### src/rtl/simon_stream_ctrl.sv
// Valid/ready block-stream sequencer in front of a single SIMON_64128 core.
// Define SIMON_CBC_EN to add CBC chaining (iv_load/iv_in ports); ECB otherwise.
module simon_stream_ctrl #(
    parameter int N  = 32,
    parameter int M  = 4,
    parameter int CW = 16
) (
    input  logic              clk,
    input  logic              nR,
`ifdef SIMON_CBC_EN
    input  logic              iv_load,
    input  logic [2*N-1:0]    iv_in,
`endif
    input  logic              key_valid,
    output logic              key_ready,
    input  logic [M*N-1:0]    key_in,
    input  logic              in_valid,
    output logic              in_ready,
    input  logic [2*N-1:0]    in_data,
    input  logic              in_enc_dec,
    output logic              out_valid,
    input  logic              out_ready,
    output logic [2*N-1:0]    out_data,
    output logic              busy,
    output logic [CW-1:0]     blk_count,
    output logic              newKey,
    output logic              newData,
    output logic              enc_dec,
    output logic              readData,
    output logic [2*N-1:0]    plain,
    output logic [M*N-1:0]    key,
    input  logic              ldKey,
    input  logic              doneKey,
    input  logic              ldData,
    input  logic              doneData,
    input  logic [2*N-1:0]    cipher
);

    localparam logic [2:0] S_IDLE  = 3'd0;
    localparam logic [2:0] S_KREQ  = 3'd1;
    localparam logic [2:0] S_KWAIT = 3'd2;
    localparam logic [2:0] S_DREQ  = 3'd3;
    localparam logic [2:0] S_RUN   = 3'd4;
    localparam logic [2:0] S_ACK   = 3'd5;
    localparam logic [2:0] S_OUT   = 3'd6;

    logic [2:0]     state_q, state_d;
    logic           key_loaded_q, key_loaded_d;
    logic [M*N-1:0] key_q, key_d;
    logic [2*N-1:0] plain_q, plain_d;
    logic           enc_dec_q, enc_dec_d;
    logic [2*N-1:0] out_data_q, out_data_d;
    logic [CW-1:0]  blk_count_q, blk_count_d;
    logic [2*N-1:0] iv_val;
    logic           hold_off;
    logic           idle;
    logic           key_acc;
    logic           blk_acc;

`ifdef SIMON_CBC_EN
    logic [2*N-1:0] iv_q, iv_d;
    assign iv_val   = iv_q;
    assign hold_off = iv_load;
`else
    assign iv_val   = '0;
    assign hold_off = 1'b0;
`endif

    assign idle      = (state_q == S_IDLE);
    // An IV load in IDLE takes the cycle; neither stream is accepted alongside it.
    assign key_ready = idle && !hold_off;
    assign in_ready  = idle && !hold_off && key_loaded_q && !key_valid;
    assign key_acc   = key_valid && key_ready;
    assign blk_acc   = in_valid && in_ready;

    assign newKey    = (state_q == S_KREQ);
    assign newData   = (state_q == S_DREQ);
    assign readData  = (state_q == S_ACK);
    assign out_valid = (state_q == S_OUT);
    assign busy      = !idle;
    assign enc_dec   = enc_dec_q;
    assign plain     = plain_q;
    assign key       = key_q;
    assign out_data  = out_data_q;
    assign blk_count = blk_count_q;

    always_comb begin
        // NOTE: every _d defaults to its _q first so no path through the case infers a latch.
        state_d      = state_q;
        key_loaded_d = key_loaded_q;
        key_d        = key_q;
        plain_d      = plain_q;
        enc_dec_d    = enc_dec_q;
        out_data_d   = out_data_q;
        blk_count_d  = blk_count_q;
`ifdef SIMON_CBC_EN
        iv_d         = iv_q;
`endif
        case (state_q)
            S_IDLE: begin
`ifdef SIMON_CBC_EN
                if (iv_load) iv_d = iv_in;
`endif
                if (key_acc) begin
                    key_d        = key_in;
                    key_loaded_d = 1'b0;
                    blk_count_d  = '0;
`ifdef SIMON_CBC_EN
                    iv_d         = '0;
`endif
                    state_d      = S_KREQ;
                end else if (blk_acc) begin
                    plain_d   = in_enc_dec ? (in_data ^ iv_val) : in_data;
                    enc_dec_d = in_enc_dec;
                    state_d   = S_DREQ;
                end
            end
            S_KREQ:  if (ldKey) state_d = S_KWAIT;
            S_KWAIT: begin
                if (doneKey) begin
                    key_loaded_d = 1'b1;
                    state_d      = S_IDLE;
                end
            end
            S_DREQ:  if (ldData) state_d = S_RUN;
            S_RUN: begin
                // The core only guarantees cipher while doneData is high, so capture here.
                if (doneData) begin
                    out_data_d = enc_dec_q ? cipher : (cipher ^ iv_val);
                    state_d    = S_ACK;
                end
            end
            S_ACK:   if (!doneData) state_d = S_OUT;
            S_OUT: begin
                if (out_ready) begin
                    blk_count_d = blk_count_q + 1'b1;
`ifdef SIMON_CBC_EN
                    // Chain on ciphertext: our output when encrypting, our input when decrypting.
                    iv_d        = enc_dec_q ? out_data_q : plain_q;
`endif
                    state_d     = S_IDLE;
                end
            end
            default: state_d = S_IDLE;
        endcase
    end

    always_ff @(posedge clk) begin
        // NOTE: non-blocking assignments keep every flop updating from pre-edge values.
        if (!nR) begin
            state_q      <= S_IDLE;
            key_loaded_q <= 1'b0;
            key_q        <= '0;
            plain_q      <= '0;
            enc_dec_q    <= 1'b0;
            out_data_q   <= '0;
            blk_count_q  <= '0;
`ifdef SIMON_CBC_EN
            iv_q         <= '0;
`endif
        end else begin
            state_q      <= state_d;
            key_loaded_q <= key_loaded_d;
            key_q        <= key_d;
            plain_q      <= plain_d;
            enc_dec_q    <= enc_dec_d;
            out_data_q   <= out_data_d;
            blk_count_q  <= blk_count_d;
`ifdef SIMON_CBC_EN
            iv_q         <= iv_d;
`endif
        end
    end

endmodule

### config.mk
export PLATFORM = sky130hd
export DESIGN_NAME = simon_stream_ctrl
export DESIGN_NICKNAME = d
export VERILOG_FILES = /design/src/rtl/simon_stream_ctrl.sv
export SDC_FILE = /design/constraint.sdc
export NUM_CORES = 1
export LEC_CHECK = 0
export ABC_AREA = 1
export ABC_CLOCK_PERIOD_IN_PS = 1920
export CORE_AREA = 2 2 213 215
export DETAILED_ROUTE_END_ITERATION = 12
export DIE_AREA = 0 0 215 217
export SETUP_SLACK_MARGIN = 0.4
export SLEW_MARGIN = 20
export SYNTH_ARGS = -nofsm -noshare
export SYNTH_HDL_FRONTEND = slang
export SYNTH_SLANG_ARGS = --single-unit
### constraint.sdc
create_clock -name clk -period 1.92 [get_ports clk]
set_clock_uncertainty 0.1 [all_clocks]
set_input_delay 0.384 -clock clk [delete_from_list [all_inputs] [get_ports clk]]
set_output_delay 0.384 -clock clk [all_outputs]
set_load 0.1 [all_outputs]
==> flow_summary.toml, run 1 <==
[routing]
drt-total-wl_mm = 40.4
viasPerCell = 4.30
wl_per_cell_um = 16.2
num_vias = 10758
drt.antenna.violating_nets = 0
drtIter0Drc = 497
route.detailed.drc = 0
first_pass_iters = 5

[pwr]
p_per_area_nw_per_um2 = 1360
power.internal_w = 0.0160
p_leak_nw = 8.03
pwr-share-comb = 0.540
seq_power_share = 0.264
pwr-share-clk = 0.196
switching_share = 0.448
vdd_drop_max_uv = 843
p_sw_w = 0.0130

[synthesis]
synth_area_um2 = 10100
ys_seq_area_frac = 0.549
ys_types = 28
postSynthAreaPerCell_um2 = 7.79
synth_ff_type = "dfxtp_1"
synth-async-reset-ratio = 0
ys_seq_elements = 277
synth_nets = 1563
yosys_warnings = 0
synth_edf_count = 0
netlist_instances = 1296

[min_path]
min_path_type = "input pin to flip-flop"

[cells_and_area]
area_delta_synth_final_pct = 110
fin_util = 0.475
layout.nets = 2144
diodes = 0
drive_gt1_frac = 0.279

[die]
die_w_um = 215
die_area_um2 = 46700
core_um2 = 44700
die_h_um = 217
std_cell_rows = 78
num_io_pins = 546
start_util = 0.226

[global_route]
grt_pass1_wl_mm = 61.2
grt_pass1_vias = 10795
overflow = 0
grt_max_degree = 94
grtUsageTotal = 0.164
grt_antenna_before_repair = 0

[timing]
fmax_ghz = 0.492
max_slew_margin = 0.702
fin_ws_ns = -0.111
period_share = 1.06
hold_viol_final = 0
worst_pin_slew_ns = 0.445
fin_crit_ns = 2.03
slew_viol_final = 0
setup_viol = 7
rsz0062_at_grt = "true"

[clocking]
cts.sinks = 277
cts_tree = "yes"
h-tree-depth = 1
path_clk_slew_ns = 0.06
root_buffer = "clkbuf_16"
numCtsBuffers = 31
clockBufferDepth = 3
worstSkewPairLatency_ns = 0.57

[placement]
hpwlAfterDp_mm = 29.6
portBuffers = 545
globalplace.congestion = 0.847
preCtsSetupSlack_ns = -0.163

[status]
violations = "setup timing"
status = "complete, but fails checks"

[setup_path]
crit_type = "flip-flop to output pin"
cp_max_fo = 3
arrival_ns = 1.55
cp.required_ns = 1.44
start_kind = "flip-flop"
end_kind = "output pin"

[flow_run]
maxCapViolCount = 0
-- worst max-delay path, stage by stage, from the launching register on --
cell and delay (ns):
dfxtp_4 0.38, nor2_8 0.13, nand3_4 0.08, nor2_4 0.10
buf_6 0.11, buf_12 0.17
-- cells in the mapped netlist (10+ instances only) --
| cell | n | area [um2] |
|---|---|---|
| clkbuf_1 | 37 | 139 |
| inv_1 | 91 | 342 |
| nor2_1 | 162 | 608 |
| o21ai_1 | 41 | 205 |
| o21ai_0 | 97 | 485 |
| dfxtp_1 | 277 | 5550 |
| buf_2 | 15 | 75.1 |
| nand3_1 | 12 | 60.1 |
| nand2_1 | 298 | 1120 |
| a21oi_1 | 202 | 1010 |
| buf_6 | 10 | 113 |
| buf_4 | 25 | 188 |
-- registers in the layout (all words and copies together) (netlist names) --
name and cells:
key 128, out_data 64, plain 64, blk_count 16
state_q 3, enc_dec 1, key_loaded_q 1
-- per-layer routing --
metal	wire length, um	vias to the layer above	global-route usage
li1	-	5305	-
met1	15100	4923	0.176
met2	19900	448	0.294
met3	3880	82	0.0640
met4	1470	0	0.0563
met5	0	-	0
-- layout by cell type (no fill, tap or decap), drive strengths merged, types with 6 or more instances in the layout --
master and n:
a21oi 202, buf 364, clkbuf 53, clkdlybuf4s50 264, clkinv 6, dfxtp 277
inv 96, nand2 304, nand3 14, nor2 164, o21ai 138
-- final cells by class --
class	count	area (um2)
fill	4103	23500
timing repair buffer	635	9530
tap	600	751
clock inverter	6	40.0
sequential	277	5670
inverter	98	427
clock buffer	49	923
multi-input combinational	834	3900
-- metrics by stage --
step	TNS (ns)	instance area, um2	hold WS [ns]	power, W	instances
2_1_floorplan	-4.52	10200	0.404	0.0162	1296
3_3_place_gp	-5.86	19300	0.367	0.0219	2406
3_5_place_dp	-15.50	19300	0.371	0.0220	2406
4_1_cts	-0.890	21000	0.104	0.0290	2492
5_1_grt	-1.35	21200	0.127	0.0301	2499
6_report	-0.589	21200	0.126	0.0290	2499
-- what timing repair did --
action,in CTS,in global routing
setup buffers,24,3
setup endpoints to repair,518,543
resized for setup,107,56
hold buffers,0,0
pin swaps,12,12
gates cloned,7,4
-- logic make-up (layout without fill, tap and decap cells) --
group           Yosys count  count (layout)  share of synthesized area
buf+inv                 186             788                     0.0877
simple gates            488             489                      0.190
compound gates          342             342                      0.170
flops                   277             277                      0.549
xor+xnor                  2               2                    0.00173
fa+ha+maj                 1               1                    0.00124
-- power groups by stage --
stage	sequential, W	clock, W	combinational (W)
detailed placement	0.00774	0	0.0143
CTS	0.00763	0.00586	0.0155
global route	0.00773	0.00611	0.0163
floorplan	0.0131	0	0.00312
global placement	0.00770	0	0.0142
finish	0.00764	0.00568	0.0156
-- final timing paths --
path | cells after the start | to | slack [ns] | start
worst max-delay path | 5 | in_ready | -0.11 | state_q[0]
worst min-delay path | 3 | out_data[23] | 0.13 | nR
worst max register to register | 11 | key[14] | 0.01 | state_q[0]
worst min register to register | 2 | out_data[5] | 0.38 | out_data[5]
Power figures use the tool's default switching activity.
==> run 2: changes to the inputs <==
--- a/config.mk
+++ b/config.mk
@@ -8,6 +8,7 @@
 export ABC_AREA = 1
 export ABC_CLOCK_PERIOD_IN_PS = 1920
 export CORE_AREA = 2 2 213 215
+export CTS_CLUSTER_DIAMETER = 40
 export DETAILED_ROUTE_END_ITERATION = 12
 export DIE_AREA = 0 0 215 217
 export SETUP_SLACK_MARGIN = 0.4
==> run 2 against run 1 <==
Clock power rose by 62%. Worst hold slack improved by 0.034 ns. Final area rose by 3.5%. Sequential power barely moved. Sequential cell count did not move. First-iteration DRC count fell by 3.6%. Clock-buffer cell count rose by 11. Wire length barely moved. Non-clock buffer count fell by 3. Core utilization rose by 1.7 points. The flow still finishes with violations (setup timing).
==> flow_summary.toml, run 2 (same netlist as run 1, synthesis figures left out) <==
[status]
status = "complete, but fails checks"
violations = "setup timing"

[global_route]
grt_pass1_wl_mm = 62.2
overflow = 0
grtUsageTotal = 0.168
grt_pass1_vias = 11033
grt_max_degree = 94
grt_antenna_before_repair = 1

[min_path]
min_path_type = "input pin to flip-flop"
holdPathStages = 3

[routing]
met3_length_mm = 3.99
first_pass_iters = 5
wl_per_cell_um = 16.0
viasPerCell = 4.32
drtIter0Drc = 479
drt-total-wl_mm = 40.4
top_layer = "met4"
routed-wl-met2_mm = 20.0
wl_met1_mm = 14.9
num_vias = 10935
drt.antenna.violating_nets = 0
route.detailed.drc = 0

[timing]
fin_crit_ns = 2.00
period_share = 1.04
fmax_ghz = 0.501
max_slew_margin = 0.716
slew_viol_final = 0
worst_pin_slew_ns = 0.424
setup_viol = 7
hold_viol_final = 0
fin_ws_ns = -0.0767
rsz0062_at_grt = "true"

[placement]
hpwlAfterDp_mm = 29.6
portBuffers = 545
preCtsSetupSlack_ns = -0.163
globalplace.congestion = 0.847
numPlacedInstances = 2406

[pwr]
p_leak_nw = 8.39
switching_share = 0.417
pwr-share-clk = 0.283
seq_power_share = 0.234
pwr-share-comb = 0.483
power.internal_w = 0.0190
p_sw_w = 0.0136
vdd_drop_max_uv = 918
p_per_area_nw_per_um2 = 1480

[cells_and_area]
final_cells = 2530
layout_commonest_cell = "buf_12"
largest_reg_flops = 128
fin_util = 0.492
drive_gt1_frac = 0.286
layout.nets = 2158
layout_common_cells = "302 x buf_12, 294 x nand2_1, 264 x clkdlybuf4s50_1"
area_delta_synth_final_pct = 118

[setup_path]
cp.required_ns = 1.44
cp_max_fo = 3
r2r_cells = 12
crit_type = "flip-flop to output pin"
end_kind = "output pin"
arrival_ns = 1.51
start_kind = "flip-flop"

[clocking]
h-tree-depth = 2
holdBufCountCts = 0
path_clk_slew_ns = 0.05
clockBufferDepth = 3
cts.sinks = 277
cts_tree = "yes"
worstSkewPairLatency_ns = 0.55
numCtsBuffers = 48
root_buffer = "clkbuf_16"

[die]
die_h_um = 217
num_io_pins = 546
start_util = 0.226
std_cell_rows = 78
core_um2 = 44700
die_w_um = 215
die_area_um2 = 46700

[flow_run]
maxCapViolCount = 0
[run 2: cell count changes in the layout (fill, tap and decap cells not counted), moves of 6 or more]
cell / before / now
clkbuf_1: 10 / 4
bufinv_16: 0 / 9
dfxtp_1: 215 / 237
clkbuf_16: 35 / 51
dfxtp_2: 43 / 25
[run 2: critical path, stage by stage (launching register included)]
cell	delay, ns
dfxtp_4	0.37
nor2_8	0.13
nand3_4	0.08
nor2_4	0.10
buf_6	0.11
buf_12	0.16
[run 2: worst paths after layout]
check               start           end  slack (ns)
max            state_q[0]      in_ready       -0.08
min                    nR  out_data[23]        0.16
max reg2reg    state_q[0]       key[74]        0.02
min reg2reg  out_data[54]  out_data[54]        0.37
[run 2: repair_timing]
action                     CTS  global route
cloned                       9             1
pin swaps                   11            15
gates resized for setup     98            49
buffers inserted            23             2
setup endpoints to repair  508           544
[run 2: final cells by class]
cell class                      count  area (um2)
Clock buffer                       60        1350
Inverter                           98         419
Tap cell                          600         751
Sequential cell                   277        5630
Fill cell                        4012       22700
Timing Repair Buffer              632        9500
Multi-Input combinational cell    834        3940
Clock inverter                     28         407
Antenna cell                        1        2.50
[run 2: metrics by stage]
| step | cell area, um2 | hold slack (ns) | TNS [ns] | power [W] |
|---|---|---|---|---|
| 6_report | 22000 | 0.159 | -0.395 | 0.0326 |
| 5_1_grt | 22000 | 0.149 | -2.94 | 0.0338 |
| 4_1_cts | 21800 | 0.121 | -0.807 | 0.0327 |
| 3_5_place_dp | 19300 | 0.371 | -15.50 | 0.0220 |
| 3_3_place_gp | 19300 | 0.367 | -5.86 | 0.0219 |
| 2_1_floorplan | 10200 | 0.404 | -4.52 | 0.0162 |
[run 2: metal layers]
metal	GRT usage	vias up
li1	-	5350
met1	0.178	5019
met2	0.295	474
met3	0.0703	92
met4	0.0676	0
met5	0	-
[run 2: power by group through the flow]
stage          clock network [W]  logic [W]  registers (W)
2_1_floorplan                  0    0.00312         0.0131
3_3_place_gp                   0     0.0142        0.00770
3_5_place_dp                   0     0.0143        0.00774
4_1_cts                  0.00945     0.0156        0.00764
5_1_grt                  0.00972     0.0164        0.00773
6_report                 0.00922     0.0158        0.00764
==> run 3: changes to the inputs <==
--- a/config.mk
+++ b/config.mk
@@ -6,11 +6,11 @@
 export NUM_CORES = 1
 export LEC_CHECK = 0
 export ABC_AREA = 1
-export ABC_CLOCK_PERIOD_IN_PS = 1920
-export CORE_AREA = 2 2 213 215
+export ABC_CLOCK_PERIOD_IN_PS = 2510
+export CORE_AREA = 2 2 212 214
 export CTS_CLUSTER_DIAMETER = 40
 export DETAILED_ROUTE_END_ITERATION = 12
-export DIE_AREA = 0 0 215 217
+export DIE_AREA = 0 0 214 216
 export SETUP_SLACK_MARGIN = 0.4
 export SLEW_MARGIN = 20
 export SYNTH_ARGS = -nofsm -noshare
==> constraint.sdc (replaced) <==
create_clock -name clk -period 2.51 [get_ports clk]
set_clock_uncertainty 0.1 [all_clocks]
set_input_delay 0.502 -clock clk [delete_from_list [all_inputs] [get_ports clk]]
set_output_delay 0.502 -clock clk [all_outputs]
set_load 0.1 [all_outputs]
==> run 3 against run 2 <==
The run now ends clean. Core utilization shrank 9.9 points. Sequential power shrank 28%. Cell count shrank 2.8%. Clock-buffer cell count shrank 2. Non-clock buffer count shrank 62. Sequential share of layout area grew 6.6 points. Combinational power shrank 43%. Final area shrank 22%. Sequential cell count is the same. Via count shrank 5.0%. Largest cell class is now sequential cells. Largest power group unchanged.
==> flow_summary.toml, run 3 (same netlist as run 1, synthesis figures left out) <==
[global_route]
overflow = 0
grt_pass1_vias = 10138
grt_antenna_before_repair = 2
grt_max_degree = 83
grt_pass1_wl_mm = 56.4
grtUsageTotal = 0.152

[placement]
hpwlAfterDp_mm = 26.4
place_area_um2 = 15400
globalplace.congestion = 0.858
portBuffers = 545

[die]
core_um2 = 43800
std_cell_rows = 77
num_io_pins = 546
die_h_um = 216
die_area_um2 = 46200
start_util = 0.230
die_w_um = 214

[timing]
period_share = 0.844
fin_crit_ns = 2.12
max_slew_margin = 0.641
rsz0062_at_grt = "true"
fmax_ghz = 0.472
worst_pin_slew_ns = 0.538
setup_viol = 0
hold_viol_final = 0
finalSetupTns_ns = 0
slew_viol_final = 0
hold_slack_ns = 0.339

[setup_path]
worst_path_max_delay_cell = "clkdlybuf4s50_1"
rr_endpoint = "key[62]"
cp.required_ns = 1.91
start_kind = "input pin"
crit_type = "input pin to output pin"
path_cells = "clkdlybuf4s50_1 -> inv_1 -> nand3_4 -> nor2_4 -> buf_12"
arrival_ns = 1.52
worst-path-buf-inv = 3
path_delay_family = "buffers and inverters"
end_kind = "output pin"
cp_max_fo = 2
r2r_cells = 8
r2r-start = "state_q[1]"
r2r_slack_ns = 0.75
cp_slowest_stage_delay_ns = 0.46

[clocking]
path_clk_slew_ns = 0.05
cts.sinks = 277
cts_tree = "yes"
root_buffer = "clkbuf_16"
clockBufferDepth = 3
worstSkewPairLatency_ns = 0.55
h-tree-depth = 2
numCtsBuffers = 48

[routing]
top_layer = "met4"
wl_per_cell_um = 14.7
drt-total-wl_mm = 36.2
route.detailed.drc = 0
routed-wl-met2_mm = 16.8
met3_length_mm = 3.71
num_vias = 10383
drt.antenna.violating_nets = 0
viasPerCell = 4.22
drtIter0Drc = 639
first_pass_iters = 4
wl_met1_mm = 14.7

[cells_and_area]
fin_util = 0.393
area_delta_synth_final_pct = 70.7
layout.nets = 2095
drive_gt1_frac = 0.225
stdcell_area_um2 = 17200
layout_common_cells = "297 x nand2_1, 289 x buf_4, 272 x dfxtp_1"
layout_commonest_cell = "nand2_1"
largest_reg_flops = 128

[pwr]
p_sw_w = 0.00966
switching_share = 0.457
p_leak_nw = 6.99
pwr-share-clk = 0.315
p_per_area_nw_per_um2 = 1230
vdd_drop_max_uv = 680
pwr-share-comb = 0.425
power.internal_w = 0.0115
seq_power_share = 0.260

[flow_run]
maxCapViolCount = 0

[min_path]
min_path_type = "flip-flop to flip-flop"
holdPathStages = 2
min-delay-start = "out_data[29]"
min_to = "out_data[29]"

[status]
status = "complete, no violations"
==> run 3: cell count changes in the layout (fill, tap and decap cells not counted), sizes merged <==
cell,delta
buf,-57
clkbuf,-3
clkinv,-2
nand2,-1
clkinvlp,+8
bufinv,-4
bufbuf,-4
diode,+1
==> run 3: layout make-up <==
class | instances | area, um2
Timing Repair Buffer | 570 | 5150
Clock inverter | 30 | 349
Antenna cell | 2 | 5.00
Fill cell | 4464 | 26600
Tap cell | 592 | 741
Multi-Input combinational cell | 833 | 3730
Clock buffer | 58 | 1320
Inverter | 98 | 388
Sequential cell | 277 | 5560
==> run 3: power groups by stage <==
stage                     Combinational (W)  Clock (W)  Sequential [W]
after detailed placement            0.00892          0         0.00556
final                               0.00898    0.00665         0.00550
after global routing                0.00944    0.00704         0.00559
after global placement              0.00889          0         0.00554
after floorplan                     0.00230          0          0.0100
after CTS                           0.00902    0.00682         0.00550
==> run 3: worst max-delay path by stage <==
stage,cells after the start,endpoint,startpoint
6_report,5,in_ready,key_valid
4_1_cts,5,readData,state_q[0]
2_1_floorplan,9,state_q[0],state_q[0]
3_3_place_gp,9,plain[25],key_valid
3_5_place_dp,9,plain[23],key_valid
5_1_grt,4,in_ready,state_q[1]
==> run 3: worst register-to-register path, stage by stage, from the launching register on <==
cell and delay [ns]:
dfxtp_4 0.40, nor2_8 0.13, nand2_2 0.12, inv_6 0.09
nand2_4 0.09, clkinv_2 0.12, buf_12 0.27, nand2_1 0.22
a21oi_1 0.15
==> run 3: metrics by stage <==
step           power [W]  std cells  worst slack, ns
3_3_place_gp      0.0144       2362            0.315
4_1_cts           0.0213       2455            0.298
3_5_place_dp      0.0145       2362            0.288
5_1_grt           0.0221       2460            0.340
6_report          0.0211       2460            0.391
2_1_floorplan     0.0123       1296            0.388
==> run 3: what timing repair did <==
| item | 4_1_cts | 5_1_grt |
|---|---|---|
| resized for setup | 13 | 5 |
| hold endpoints to repair | 0 | 0 |
| buffers inserted | 5 | 3 |
| hold buffers | 0 | 0 |
| setup endpoints to repair | 7 | 5 |
| pin swaps | 3 | 3 |
==> run 3: metal layers <==
| metal | GRT usage | vias up |
|---|---|---|
| met4 | 0.0527 | 0 |
| met2 | 0.252 | 445 |
| li1 | - | 5211 |
| met5 | 0 | - |
| met1 | 0.175 | 4664 |
| met3 | 0.0637 | 63 |
==> patch 1 (flow settings as in run 1) <==
Change the parameter `CW` from 16 to 17.
--- a/src/rtl/simon_stream_ctrl.sv
+++ b/src/rtl/simon_stream_ctrl.sv
@@ -4,5 +4,5 @@
     parameter int N  = 32,
     parameter int M  = 4,
-    parameter int CW = 16
+    parameter int CW = 17
 ) (
     input  logic              clk,
Ports: changed (resized blk_count); port bits go from 546 to 547. The function was not compared with the original's and may differ.
==> patch 1 against run 1 <==
The flow still finishes with violations (negative setup slack); sequential power is 2% higher; critical path depth unchanged; clock power up 18%; final area up 11%; fmax up 1.5%; worst setup slack improved by 30 ps; sequential cell count grew 1; synthesized cell count is 1.2% higher; synthesized area up 0.50%; sequential share of layout area decreased by 1.3 points; total power is 10% higher; routed wire length rose by 16%.
==> patch 1: results (changes against run 1) <==
- Setup TNS: -175 ps (+413 ps)
- Worst reg2reg path depth: 10 (-1)
- First-pass GRT wire length: 64800 um (+5.8%)
- RR Endpoint: blk_count[16]$_SDFFE_PN0P_
- Worst Hold Path EP: state_q[1]$_SDFFE_PN0P_
- Post-DP Area: 19500 sq um (+1.0%)
- Status: finished, violations left
- Lkg Pwr: 9.00 nW (+12%)
- Non-Filler Instances: 2603 (+4.2%)
- Port-buffer cells: 546 (+0.18%)
- Post-synthesis sequential area ratio: 54.8% (-0.074 points)
- Netlist cell types: 25 (-11%)
- Largest net degree at the start of global routing: 44 (-53%)
- Gpl congestion: 0.865 (+2.1%)
- Vias in the first global route: 11212 (+3.9%)
- Final worst slack: -81.3 ps (+29.6 ps)
- Violated checks: negative setup slack
- Endpoints failing setup: 4 (-3)
- Post-DR vias/cell: 4.37 (+1.6%)
- Antenna violations before repair: 2 (+2)
- Inst Count DP: 2433 (+1.1%)
- CP arrival: 1520 ps (-30 ps)
- Hold Worst Slack: 85.0 ps (-40.7 ps)
- Worst skew pair latency: 520 ps (-50 ps)
- Top cells by area, synth: dfxtp_1, nand2_1, a21oi_1
- Post-layout nets: 2245 (+4.7%)
- Initial DRC Count: 560 (+13%)
- Hpwl dp: 29900 um (+0.92%)
- All-Layer GR Usage: 17.8% (+1.4 points)
- P_int: 18.0 mW (+13%)
- WL/cell: 18.0 um (+11%)
- Top cells by count, synth: nand2_1, dfxtp_1, a21oi_1
- H-tree Lvls: 2 (+1)
[patch 1: changes by cell type after synthesis, moves of 4 or more]
cell / before / now
buf_2: 15 / 22
buf_4: 25 / 15
buf_6: 10 / 2
buf_8: 0 / 6
clkbuf_2: 0 / 4
inv_1: 91 / 99
nand2_1: 298 / 305
nand4_1: 4 / 8
o21ai_0: 97 / 127
o21ai_1: 41 / 10
[patch 1: timing repair]
| item | CTS | global route |
|---|---|---|
| setup buffers | 42 | 26 |
| pin swaps | 17 | 57 |
| setup endpoints to repair | 499 | 559 |
| gates resized for setup | 384 | 202 |
| cloned | 13 | 28 |
[patch 1: tightest hold or removal path, delay by kind of cell]
kind	cells	cell delay [ps]
buf+inv	1	170
simple gates	2	110
[patch 1: per-layer routing]
metal  share of wire [%]  GRT usage, %  vias to the layer above
li1                    -             -                     5551
met1                  40          20.5                     5343
met2                  51          31.3                      398
met3                 6.2          4.58                       92
met4                 3.4          7.77                        0
met5                   0             0                        -
[patch 1: cell families after synthesis]
family	share of synthesized area (%)
AOI/OAI and AO/OA	16.9
adders and majority gates	0.123
buffers and inverters	8.72
DFF	54.8
and+or+nand+nor	19.4
[patch 1: cell type report]
type                    count  area, sq um
fillers                  3926        21200
inverters                 102          433
flip-flops and latches    278         5970
diodes                      2         5.00
repair buffers            717        10800
multi-input cells         845         4380
well taps                 600          751
clock inverters            10          131
clock buffers              49         1030
[patch 1: power groups by stage]
| stage | Combinational [mW] | Clock (mW) | Sequential, mW |
|---|---|---|---|
| 6_report | 17.3 | 6.70 | 7.80 |
| 5_1_grt | 18.0 | 7.10 | 7.89 |
| 4_1_cts | 15.6 | 6.87 | 7.78 |
| 3_5_place_dp | 14.3 | 0 | 7.70 |
| 3_3_place_gp | 14.1 | 0 | 7.66 |
| 2_1_floorplan | 3.03 | 0 | 13.1 |
==> patch 2 (flow settings as in run 1) <==
Made on the original files. Register the inputs `key_valid`, `key_in`, `ldKey` and `doneKey` before use. The logic sees them one clock later. The other inputs are not delayed to match.
--- a/src/rtl/simon_stream_ctrl.sv
+++ b/src/rtl/simon_stream_ctrl.sv
@@ -45,4 +45,16 @@
     localparam logic [2:0] S_OUT   = 3'd6;
 
+    logic key_valid_q;
+    logic [M*N-1:0] key_r;
+    logic ldKey_q;
+    logic doneKey_q;
+
+    always_ff @(posedge clk) begin
+        key_valid_q <= key_valid;
+        key_r       <= key_in;
+        ldKey_q     <= ldKey;
+        doneKey_q   <= doneKey;
+    end
+
     logic [2:0]     state_q, state_d;
     logic           key_loaded_q, key_loaded_d;
@@ -70,6 +82,6 @@
     // An IV load in IDLE takes the cycle; neither stream is accepted alongside it.
     assign key_ready = idle && !hold_off;
-    assign in_ready  = idle && !hold_off && key_loaded_q && !key_valid;
-    assign key_acc   = key_valid && key_ready;
+    assign in_ready  = idle && !hold_off && key_loaded_q && !key_valid_q;
+    assign key_acc   = key_valid_q && key_ready;
     assign blk_acc   = in_valid && in_ready;
 
@@ -103,5 +115,5 @@
 `endif
                 if (key_acc) begin
-                    key_d        = key_in;
+                    key_d        = key_r;
                     key_loaded_d = 1'b0;
                     blk_count_d  = '0;
@@ -116,7 +128,7 @@
                 end
             end
-            S_KREQ:  if (ldKey) state_d = S_KWAIT;
+            S_KREQ:  if (ldKey_q) state_d = S_KWAIT;
             S_KWAIT: begin
-                if (doneKey) begin
+                if (doneKey_q) begin
                     key_loaded_d = 1'b1;
                     state_d      = S_IDLE;
Behaviour: not the same (Yosys sat finds a counterexample within 4 cycles, from zero or initial values).
==> patch 2 against run 1 <==
The run still ends with negative setup slack left; critical path depth is 1 higher; synthesized area increased by 26%; via count up 15%; register-to-register slack got worse by 100 ps; clock power grew 50%; routed wire length up 27%; final area up 31%; sequential share of layout area up 3.3 points; largest power group unchanged; total power up 34%; worst setup slack worse by 14 ps; worst hold slack better by 32 ps; critical endpoint unchanged; sequential cell count increased by 131; synthesized cell count rose by 11%; critical path type unchanged; die area unchanged.
==> patch 2: results (changes against run 1) <==
- Status: finished, violations left
- Violated checks: negative setup slack
- Top cells by count, synth: dfxtp_1, nand2_1, a21oi_1
- RR Endpoint: plain[38]$_SDFFE_PN0P_
- Worst reg-to-reg setup slack: -90 ps (-100 ps)
- Hold path cells: 3 (unchanged)
- Worst-path maximum fanout: 4 (+1)
- H-tree Lvls: 2 (+1)
- Pre-antenna DRT Iters: 4 (-1)
- All-Layer GR Usage: 20.1% (+3.7 points)
- Largest net degree at the start of global routing: 71 (-24%)
- Final worst slack: -125 ps (-14.4 ps)
- Initial DRC Count: 534 (+7.4%)
- Antenna violations before repair: 3 (+3)
- Endpoints failing setup: 81 (+74)
- Max Root-Sink Buffers: 3 (unchanged)
- Post-DR vias/cell: 4.50 (+4.6%)
- CP peak stage delay: 360 ps (-20 ps)
- Netlist cell types: 30 (+7.1%)
- Post-DP Area: 21700 sq um (+12%)
- First-pass GRT wire length: 72900 um (+19%)
- Hpwl dp: 30800 um (+4.0%)
- Met3 Use GR: 5.12% (-1.3 points)
- Worst reg2reg path depth: 14 (+3)
- Worst Hold Path EP: state_q[2]$_SDFFE_PN0P_
- Worst-path clk slew: 60 ps (about the same)
- Vias in the first global route: 12444 (+15%)
- Pre-CTS setup slack: 38.8 ps (+202 ps)
- Syn nets: 1704 (+9.0%)
- Met2 Resource Use GR: 34.8% (+5.3 points)
- Gpl congestion: 0.830 (-2.1%)
- Max VDD drop: 0.00103 V (+23%)
- Post-synthesis sequential area ratio: 63.9% (+9.0 points)
- CP delay by family, top: simple AND/OR/NAND/NOR gates
- Share of layout cells above drive strength 1: 45.3% (+17 points)
- Sw Ratio: 41.3% (-3.5 points)
- GR met1 Demand/Resource: 23.6% (+6.0 points)
- WL/cell: 18.6 um (+15%)
- Setup TNS: -2980 ps (-2390 ps)
- Cts bufs inserted: 45 (+45%)
- Asr flop ratio synth: 0% (unchanged)
- Fillers: 3352 (-18%)
- Post-layout nets: 2389 (+11%)
- CP arrival: around 1600 ps
- Normalized max-slew margin: 69.1% (-1.1 points)
- Synth Warn #: 0 (unchanged)
- Root buf cell: clkbuf_16
- Lkg Pwr: 11.1 nW (+38%)
- Top cells by area, synth: dfxtp_1, nand2_1, a21oi_1
==> patch 2: layout make-up <==
cell class,count,area (sq um),share of cell area [%]
timing repair buffer,725,11200,40.3
timing repair inverter,1,6.26,0.0225
clock buffer,62,1340,4.82
sequential,408,8340,30.0
multi-input combinational,840,5610,20.1
antenna,1,2.50,0.00899
inverter,101,443,1.59
clock inverter,17,126,0.454
tap,600,751,2.70
==> patch 2: cell families (layout without fill, tap and decap cells) <==
logic type,count (synthesis),in the layout,share of synthesized area (%)
buf+inv,189,906,7.23
flops,408,408,63.9
fa+ha+maj,1,1,0.0979
xor+xnor,1,1,0.0686
compound gates,339,339,13.3
simple gates,499,499,15.4
other cells,0,1,0
==> patch 2: metal layers <==
metal,part of all wire (%),vias up
met5,0.051,-
met2,51,394
met3,5.7,133
met1,39,5892
li1,-,5977
met4,4.3,4
==> patch 2: through the flow <==
stage | hold WS [ps] | cells | util [%] | power [mW]
after floorplan | 312 | 1437 | - | 19.2
after global placement | 327 | 2525 | 48.5 | 24.8
after detailed placement | 334 | 2525 | 48.5 | 24.9
after CTS | 110 | 2705 | 58.4 | 37.5
after global routing | 129 | 2755 | 62.3 | 40.1
final | 158 | 2755 | 62.3 | 38.8
==> patch 2: power groups by stage <==
stage | Combinational, mW | Clock [mW] | Sequential [mW]
6_report | 19.5 | 8.51 | 10.9
3_3_place_gp | 14.1 | 0 | 10.7
5_1_grt | 20.1 | 9.05 | 11.0
3_5_place_dp | 14.2 | 0 | 10.7
4_1_cts | 18.1 | 8.71 | 10.7
2_1_floorplan | 2.74 | 0 | 16.5
==> patch 2: repair_timing <==
item	CTS	global route
gates cloned	36	7
setup endpoints to repair	555	557
pin swaps	99	110
setup buffers	65	42
resized for setup	391	345
